## config.mk

```make
export PLATFORM = sky130hd
export DESIGN_NAME = change_dispenser
export DESIGN_NICKNAME = d
export VERILOG_FILES = /design/src/rtl/change_dispenser.sv
export SDC_FILE = /design/constraint.sdc
export NUM_CORES = 1
export LEC_CHECK = 0
export CORE_MARGIN = 2
export CORE_UTILIZATION = 47
export CTS_CLUSTER_SIZE = 25
export DETAILED_ROUTE_END_ITERATION = 6
export HOLD_SLACK_MARGIN = 0.1
export PLACE_DENSITY = 0.88
export SLEW_MARGIN = 10
export SYNTH_ARGS = -nofsm -noshare
export SYNTH_HDL_FRONTEND = slang
export SYNTH_SLANG_ARGS = --single-unit
```

## constraint.sdc

```tcl
create_clock -name clk -period 2.1 [get_ports clk]
set_input_delay 0.42 -clock clk [delete_from_list [all_inputs] [get_ports clk]]
set_output_delay 0.42 -clock clk [all_outputs]
set_load 0.02 [all_outputs]
```

## src/rtl/change_dispenser.sv

```systemverilog
// rtl/change_dispenser.sv - pays out Rs.5 coins per vend event over a req/ack ejector handshake
module change_dispenser #(
  parameter int COIN_W     = 6,
  parameter int INIT_COINS = 20
) (
  input  logic              clk,
  input  logic              rst,
  input  logic [2:0]        prd,
  input  logic [1:0]        chng,
  input  logic              load_en,
  input  logic [COIN_W-1:0] load_val,
  input  logic              eject_ack,
  output logic              eject_req,
  output logic              busy,
  output logic              done,
  output logic              short_err,
  output logic              missed,
  output logic [COIN_W-1:0] coins
);

  typedef enum logic [1:0] {S_IDLE, S_REQ, S_GAP, S_DONE} state_t;

  state_t            state_q, state_d;
  logic [1:0]        pending_q, pending_d;
  logic [COIN_W-1:0] coins_q, coins_d;
  logic [2:0]        prd_q, prd_d;
  logic              short_err_q, short_err_d;
  logic              missed_q, missed_d;

  logic              vend_ev;
  logic              short_now;
  logic [1:0]        pay_cnt;

  // Rising edge of "product present"; a held nonzero prd yields one event.
  assign vend_ev   = (prd != 3'd0) && (prd_q == 3'd0);
  assign short_now = COIN_W'(chng) > coins_q;
  // When short, coins_q is below chng (at most 2), so its low bits hold it exactly.
  assign pay_cnt   = short_now ? coins_q[1:0] : chng;

  always_comb begin
    state_d     = state_q;
    pending_d   = pending_q;
    coins_d     = coins_q;
    short_err_d = short_err_q;
    missed_d    = missed_q;
    prd_d       = prd;

    case (state_q)
      S_IDLE: begin
        if (vend_ev) begin
          pending_d = pay_cnt;
          if (short_now) short_err_d = 1'b1;
          state_d = (pay_cnt != 2'd0) ? S_REQ : S_DONE;
        end else if (load_en) begin
          coins_d     = load_val;
          short_err_d = 1'b0;
          missed_d    = 1'b0;
        end
      end
      S_REQ: begin
        if (eject_ack) begin
          coins_d   = coins_q - 1'b1;
          pending_d = pending_q - 2'd1;
          state_d   = S_GAP;
        end
      end
      S_GAP: begin
        if (!eject_ack) state_d = (pending_q != 2'd0) ? S_REQ : S_DONE;
      end
      S_DONE:  state_d = S_IDLE;
      default: state_d = S_IDLE;
    endcase

    if (vend_ev && (state_q != S_IDLE)) missed_d = 1'b1;
  end

  always_ff @(posedge clk) begin
    if (rst) begin
      state_q     <= S_IDLE;
      pending_q   <= 2'd0;
      coins_q     <= COIN_W'(INIT_COINS);
      prd_q       <= 3'd0;
      short_err_q <= 1'b0;
      missed_q    <= 1'b0;
    end else begin
      state_q     <= state_d;
      pending_q   <= pending_d;
      coins_q     <= coins_d;
      prd_q       <= prd_d;
      short_err_q <= short_err_d;
      missed_q    <= missed_d;
    end
  end

  assign eject_req = (state_q == S_REQ);
  assign busy      = (state_q != S_IDLE);
  assign done      = (state_q == S_DONE);
  assign short_err = short_err_q;
  assign missed    = missed_q;
  assign coins     = coins_q;

endmodule

```

# Yosys cells after proc, flatten, opt, wreduce, memory -nomap -nowiden

Cells that the tools add are included.

Output and inout port bits: 11
Register bits: 15
Logic and storage cells: 56
Input port bits: 15

Equality and inequality tests: 10
Multiplexer cells: 20
Add/sub/neg operators: 2
$lt $le $gt $ge: 1
Reductions and logical operators: 17

Operators with widths:

| operator            | number |
|---|---|
| $mux 6              | 3 |
| $mux 2              | 8 |
| $reduce_bool 2->1   | 7 |
| $pmux 6 s2          | 1 |
| $reduce_and 3->1    | 4 |
| $ne 2x2->1 const B  | 5 |
| $pmux 2 s4          | 1 |
| $gt 2x6->1          | 1 |
| $mux 1              | 6 |
| $sub 6x1->6 const B | 1 |
| $eq 2x2->1 const B  | 2 |
| $ne 2x1->1 const B  | 2 |
| $pmux 2 s2          | 1 |
| $reduce_and 4->1    | 1 |
| $logic_not 3->1     | 1 |
| $reduce_bool 3->1   | 1 |
| $eq 2x1->1 const B  | 1 |
| $logic_and 1x1->1   | 2 |
| $logic_not 2->1     | 1 |
| $sub 2x1->2 const B | 1 |

# Longest topological paths before layout

Gate-level depths: netlist of run 1.

Depth after elaboration: 6
Mapped depth: 8
Depth with buffers taken out: 8

# Least setup slack after synthesis of run 1

Ideal clock, no wire load.

Path kind: reg-to-reg
Start point: register coins_q[1] (netlist: coins[1])
End point: register state_q[1]
Required time: 2.026 ns
Cell stages (with the launch flop): 7
Arrival: 1.679 ns
Clock period less this slack: 1.753 ns
Library setup time: 0.074 ns
Path buffers: 0
Setup slack: 0.347 ns
Cells stage by stage: dfxtp_1 > inv_1 > ha_1 > nor2b_1 > o211a_4 > or3_1 > a31oi_1

Longest elaborated chain between the ends: 6

Ends and longest elaborated chain:

| what                   | line | RTL |
|---|---|---|
| from (decl)            | 25   | `logic [COIN_W-1:0] coins_q, coins_d;` |
| from (signal assigned) | 81   | `coins_q <= COIN_W'(INIT_COINS);` |
| from (signal assigned) | 88   | `coins_q <= coins_d;` |
| $gt 2x6->1             | 36   | `assign short_now = COIN_W'(chng) > coins_q;` |
| $mux 2 *               | 38   | `assign pay_cnt = short_now ? coins_q[1:0] : chng;` |
| $reduce_bool 2->1 *    | 53   | `state_d = (pay_cnt != 2'd0) ? S_REQ : S_DONE;` |
| $mux 2 *               | 53   |  |
| $mux 2 *               | 50   | `if (vend_ev) begin` |
| $pmux 2 s4 *           | 48   | `case (state_q)` |
| to (signal assigned)   | 86   | `state_q <= state_d;` |
| to (decl)              | 23   | `state_t state_q, state_d;` |

Mark *: on every way between the ends. The rest lies on a longest branch, timed or not. The select of a mux whose other input is x is not followed.
A chain may end at the register's enable or synchronous reset.

# Final worst setup path of run 1

Start point: register state_q[1]
End point: output port busy

Longest elaborated chain between the ends: 1

Ends and longest elaborated chain:

| what              | line | RTL |
|---|---|---|
| $reduce_bool 2->1 | 96   | `assign busy = (state_q != S_IDLE);` |
| to (decl)         | 14   | `output logic busy,` |

No other way between the ends.

==> results of run 1 <==
[path summary, 6_finish.rpt]
| path | endpoint | slack, ps | from | cells past startpoint |
|---|---|---|---|---|
| max | busy | 140 | state_q[1] | 3 |
| min reg2reg | missed | 520 | missed | 2 |
| max reg2reg | state_q[1] | 340 | coins[1] | 6 |
| min | missed | 520 | missed | 2 |
[cells in the mapped netlist, types with 2 or more instances]
| cell type | n | area share, % |
|---|---|---|
| dfxtp_1 | 15 | 30 |
| a21oi_1 | 11 | 5.5 |
| nand2_1 | 11 | 4.1 |
| nor2_1 | 10 | 3.8 |
| inv_1 | 9 | 3.4 |
| ha_1 | 7 | 8.8 |
| nor2b_1 | 6 | 3.8 |
| nand3_1 | 5 | 2.5 |
| nor3_1 | 5 | 2.5 |
| nand2b_1 | 4 | 2.5 |
| o21ai_0 | 4 | 2.0 |
| a21o_1 | 3 | 2.3 |
| buf_2 | 3 | 1.5 |
| a211o_1 | 2 | 1.8 |
| a31oi_1 | 2 | 1.3 |
| and3_1 | 2 | 1.3 |
| mux2i_1 | 2 | 2.0 |
| o211ai_1 | 2 | 1.5 |
| o221a_1 | 2 | 2.3 |
[metal layers]
| layer | global-route usage, % | vias to the layer above |
|---|---|---|
| met4 | 4.17 | 0 |
| met2 | 36.4 | 31 |
| li1 | - | 506 |
| met1 | 26.4 | 463 |
| met3 | 0.909 | 0 |
| met5 | 0 | - |
[kinds of logic after synthesis]
kind of cell               share of synthesized area (%)
muxes                                               2.01
buffers and inverters                               6.40
DFF                                                 30.1
adders and majority gates                           8.78
AOI/OAI and AO/OA                                   23.8
and+or+nand+nor                                     28.9
[through the flow]
| step | setup slack (ps) | std cells |
|---|---|---|
| 2_1_floorplan | 347 | 122 |
| 3_3_place_gp | -77.9 | 180 |
| 3_5_place_dp | -157 | 180 |
| 4_1_cts | 15.7 | 184 |
| 5_1_grt | 2.88 | 184 |
| 6_report | 139 | 184 |
[what timing repair did]
item | in CTS | in global routing
hold endpoints to repair | 0 | 0
endpoints found under the setup margin | 2 | 4
resized for setup | 2 | 3
[sequential cells by signal, summed over array words and instances, names as in the netlist]
name,count
pending_q,2
coins,6
missed,1
short_err,1
state_q,2
prd_q,3
[area by class of cell]
| type | instances | area [um^2] |
|---|---|---|
| multi-input cells | 93 | 641 |
| clock inverters | 1 | 5.00 |
| flip-flops and latches | 15 | 303 |
| fillers | 152 | 612 |
| repair buffers | 36 | 332 |
| clock buffers | 3 | 22.5 |
| well taps | 27 | 33.8 |
| inverters | 9 | 33.8 |
[power by group through the flow]
stage                     clock network (uW)  registers (uW)  logic [uW]
after detailed placement                   0             493         901
after global routing                     185             509        1000
after CTS                                172             488         899
final                                    168             493         901
after global placement                     0             485         872
after floorplan                            0             496         563
[tightest hold or removal path: stages, from the launching register on]
cell and delay [ps]:
dfxtp_1 350, a22oi_1 70, nor2_1 70
==> flow_summary.ini, run 1 <==
[run_status]
status = completed

[finish]
area_growth_pct = 37.4
n_antenna_cell = 0
stdcell_area_mm2 = 0.00137
utilization_pct = 69.1
final_cell_mix = clkdlybuf4s50_1, dfxtp_1, a21oi_1, nand2_1, buf_4
final_common_cell = clkdlybuf4s50_1
final_layout_size_suffix_gt1_share_pct = 16.6
fin_nets = 180

[synthesis]
synth_fp_nets = 144
post_synth_num_cell_types = 36
netlist_instances = 122
synthFlopType = dfxtp_1
syn_avg_cell_area_um2 = 8.17
synthArstFlopShare_pct = 0
synth_edf_count = 0
netlist_area_um2 = 997
synth_warnings = 0
seq_area_frac_synth_pct = 30.1
synth-seq-cells = 15

[die]
die_h_um = 50.1
fp.dieArea_mm2 = 0.00251
ios = 26
fp-row-count = 16
start_util_pct = 50.3
core_area_mm2 = 0.00198
die_x_um = 50.1

[global_route]
antenna_found_initial = 0
grt_pass1_vias = 960
grt_max_degree = 14
track_usage_pct = 20.2
grt_pass1_wl_mm = 4.03
overflow = 0

[clock_tree]
cts_buffer_depth = 2
post_cts_buffers = 0
cts.hold.buffers_added = 0
tritoncts = done
clock-sinks = 15
htreeDepth = 1
cts_root_buf = clkbuf_4
clock_latency_ps = 290
clk_pin_slew_worst_paths_ps = 90
cts_buffers = 3

[critical_path]
path_buf_inv = 2
crit_type = reg2out
path_cells = nor2_2, inv_1, clkdlybuf4s50_1
cp.required_ps = 1680
cp-start-kind = register
critPathMaxFanout = 13
worstSetupEndpointType = primary output
worstPathArrival_ps = 1540
crit_family = buffers and inverters
slowest_stage = clkdlybuf4s50_1
critPathMaxStageDelay_ps = 600

[pwr]
power.internal_uw = 876
total_leakage_power_uw = 0.000568
switching_share_pct = 43.9
pwr-share-seq_pct = 31.5
finalPower_uw = 1560
comb_power_share_pct = 57.7
peakVddDrop_v = 0.000600
power_frac_clock_pct = 10.8
switchingPower_uw = 686
power_density_mw_per_mm2 = 1140

[timing]
rsz0062_at_grt = no
max_slew_margin_pct = 69.3
hold_viol = 0
fin_crit_ps = 1960
final_min_period_over_clock_period_pct = 93.4
finClkSkew_ps = 7.48
fmax_mhz = 510
fin_hold_ws_ps = 519
report.final.setup_viol = 0
setup_tns_ps = 0
worstMarginPinSlew_ps = 458
finalMaxSlewViolations = 0

[place]
dpl-instance-area_mm2 = 0.00133
gp_congestion = 0.837
post-dp-hpwl_mm = 1.88
portBuffers = 25

[detailed_routing]
wl_met1_mm = 1.04
top_layer = met3
drt_iter0_drc = 19
drtPass1Iterations = 4
dr_wl_met3_um = 111
antenna_left = 0
wl_met2_mm = 1.16
wirelength_mm = 2.31
via_count = 1000
vias_per_cell = 5.43
drc = 0
wl_per_cell_um = 12.5

[min_path]
hold_class = reg2reg

[job]
cap_violations = 0
Power figures use the tool's default switching activity.
==> inputs of run 2 (changes only) <==
--- a/config.mk
+++ b/config.mk
@@ -5,7 +5,7 @@
 export SDC_FILE = /design/constraint.sdc
 export NUM_CORES = 1
 export LEC_CHECK = 0
-export CORE_MARGIN = 2
+export CORE_MARGIN = 4
 export CORE_UTILIZATION = 47
 export CTS_CLUSTER_SIZE = 25
 export DETAILED_ROUTE_END_ITERATION = 6
==> run 2 against run 1 <==
Hold slack better by 5.4 ps. Critical path type unchanged. First-iteration DRC count increased by 79%. Final area about the same. Sequential share of layout area is 0.16 points lower. Die area increased by 17%. Via count up 2.4%. Wire length is 8.1% higher. Clock skew decreased by 4.4 ps. Critical endpoint is now eject_req.
==> flow_summary.ini, run 2 (same netlist as run 1, synthesis figures left out) <==
[pwr]
finalPower_uw = 1590
power_frac_clock_pct = 10.5
comb_power_share_pct = 59.8
switching_share_pct = 44.0
power.internal_uw = 890
total_leakage_power_uw = 0.000568
power_density_mw_per_mm2 = 1160
switchingPower_uw = 700
pwr-share-seq_pct = 29.8
peakVddDrop_v = 0.000641

[place]
post-place-ws_ps = -125
post-dp-hpwl_mm = 2.02
portBuffers = 25
gp_congestion = 0.888
placed_cells = 181

[detailed_routing]
vias_per_cell = 5.54
wirelength_mm = 2.50
antenna_left = 0
drt_iter0_drc = 34
wl_per_cell_um = 13.5
drc = 0
via_count = 1024
drtPass1Iterations = 4

[finish]
fin_nets = 181
fin_cells = 185
final_cell_mix = clkdlybuf4s50_1, dfxtp_1, buf_4
final_common_cell = clkdlybuf4s50_1
regArea_um2 = 300
area_growth_pct = 37.3
n_antenna_cell = 0
fillerInstances = 158
final_layout_size_suffix_gt1_share_pct = 14.6
largest_reg_flops = 6
multi_input_area_um2 = 633

[global_route]
grt_pass1_wl_mm = 4.04
track_usage_pct = 19.1
grt_pass1_vias = 941
overflow = 0
grt_max_degree = 12
antenna_found_initial = 0

[timing]
final_min_period_over_clock_period_pct = 94.5
fin_crit_ps = 1980
worstMarginPinSlew_ps = 335
hold_viol = 0
rsz0062_at_grt = no
fin_ws_ps = 116
finClkSkew_ps = 3.06
report.final.setup_viol = 0
finalMaxSlewViolations = 0
fmax_mhz = 504
max_slew_margin_pct = 77.6

[run_status]
status = completed

[clock_tree]
cts_root_buf = clkbuf_4
cts_buffer_depth = 2
clock_latency_ps = 280
cts_resized = 0
cts.hold.buffers_added = 0
clock-sinks = 15
tritoncts = done
cts_buffers = 3
post_cts_buffers = 0
htreeDepth = 1
clk_pin_slew_worst_paths_ps = 90

[min_path]
hold_class = reg2reg

[critical_path]
worstPathArrival_ps = 1560
r2r_slack_ps = 260
critPathMaxFanout = 9
worstSetupEndpointType = primary output
cp-start-kind = register
endpoint = eject_req
worstRegToRegCells = 6
r2r_start = coins[1]
r2r-end = state_q[1]
crit_type = reg2out
cp-startpoint = state_q[1]
cp.required_ps = 1680

[die]
core_area_mm2 = 0.00198
fp-row-count = 16
die_x_um = 54.1
start_util_pct = 50.3
fp.dieArea_mm2 = 0.00292
die_h_um = 54.1
ios = 26

[job]
cap_violations = 0
-- run 2: layout make-up --
type                       instances  share of cell area (%)
multi-input combinational         93                    46.3
timing repair buffer              37                    24.9
sequential                        15                    21.9
inverter                           9                    2.47
tap                               27                    2.47
clock buffer                       3                    1.65
clock inverter                     1                   0.366
-- run 2: power groups by stage --
stage	clock, uW	combinational (uW)	sequential (uW)
floorplan	0	563	496
global placement	0	907	470
detailed placement	0	945	477
CTS	170	951	471
global route	183	1040	484
finish	166	950	473
-- run 2: routing by layer --
layer	share of wire (%)	track usage [%]
met3	5.7	3.32
met5	0	0
met1	43	22.9
met2	50	34.3
met4	0.84	5.81
-- run 2: worst min-delay path by stage --
stage | slack (ps) | endpoint | from | cells after the start
6_report | 520 | missed | missed | 2
5_1_grt | 550 | missed | missed | 2
4_1_cts | 530 | missed | missed | 2
3_5_place_dp | 500 | missed | missed | 2
3_3_place_gp | 480 | missed | missed | 2
2_1_floorplan | 490 | pending_q[1] | pending_q[1] | 1
-- run 2: stage by stage --
stage,util (%),setup TNS [ps],hold slack [ps],area [um^2]
after floorplan,-,0,490,997
after global placement,67.7,-232,483,1340
after detailed placement,67.7,-652,502,1340
after CTS,69.1,0,526,1370
after global routing,69.1,0,549,1370
final,69.1,0,524,1370
-- run 2: critical path: stages, from the launching register on --
cell	delay (ps)
dfxtp_1	390
nand2b_1	210
inv_1	80
clkdlybuf4s50_1	600
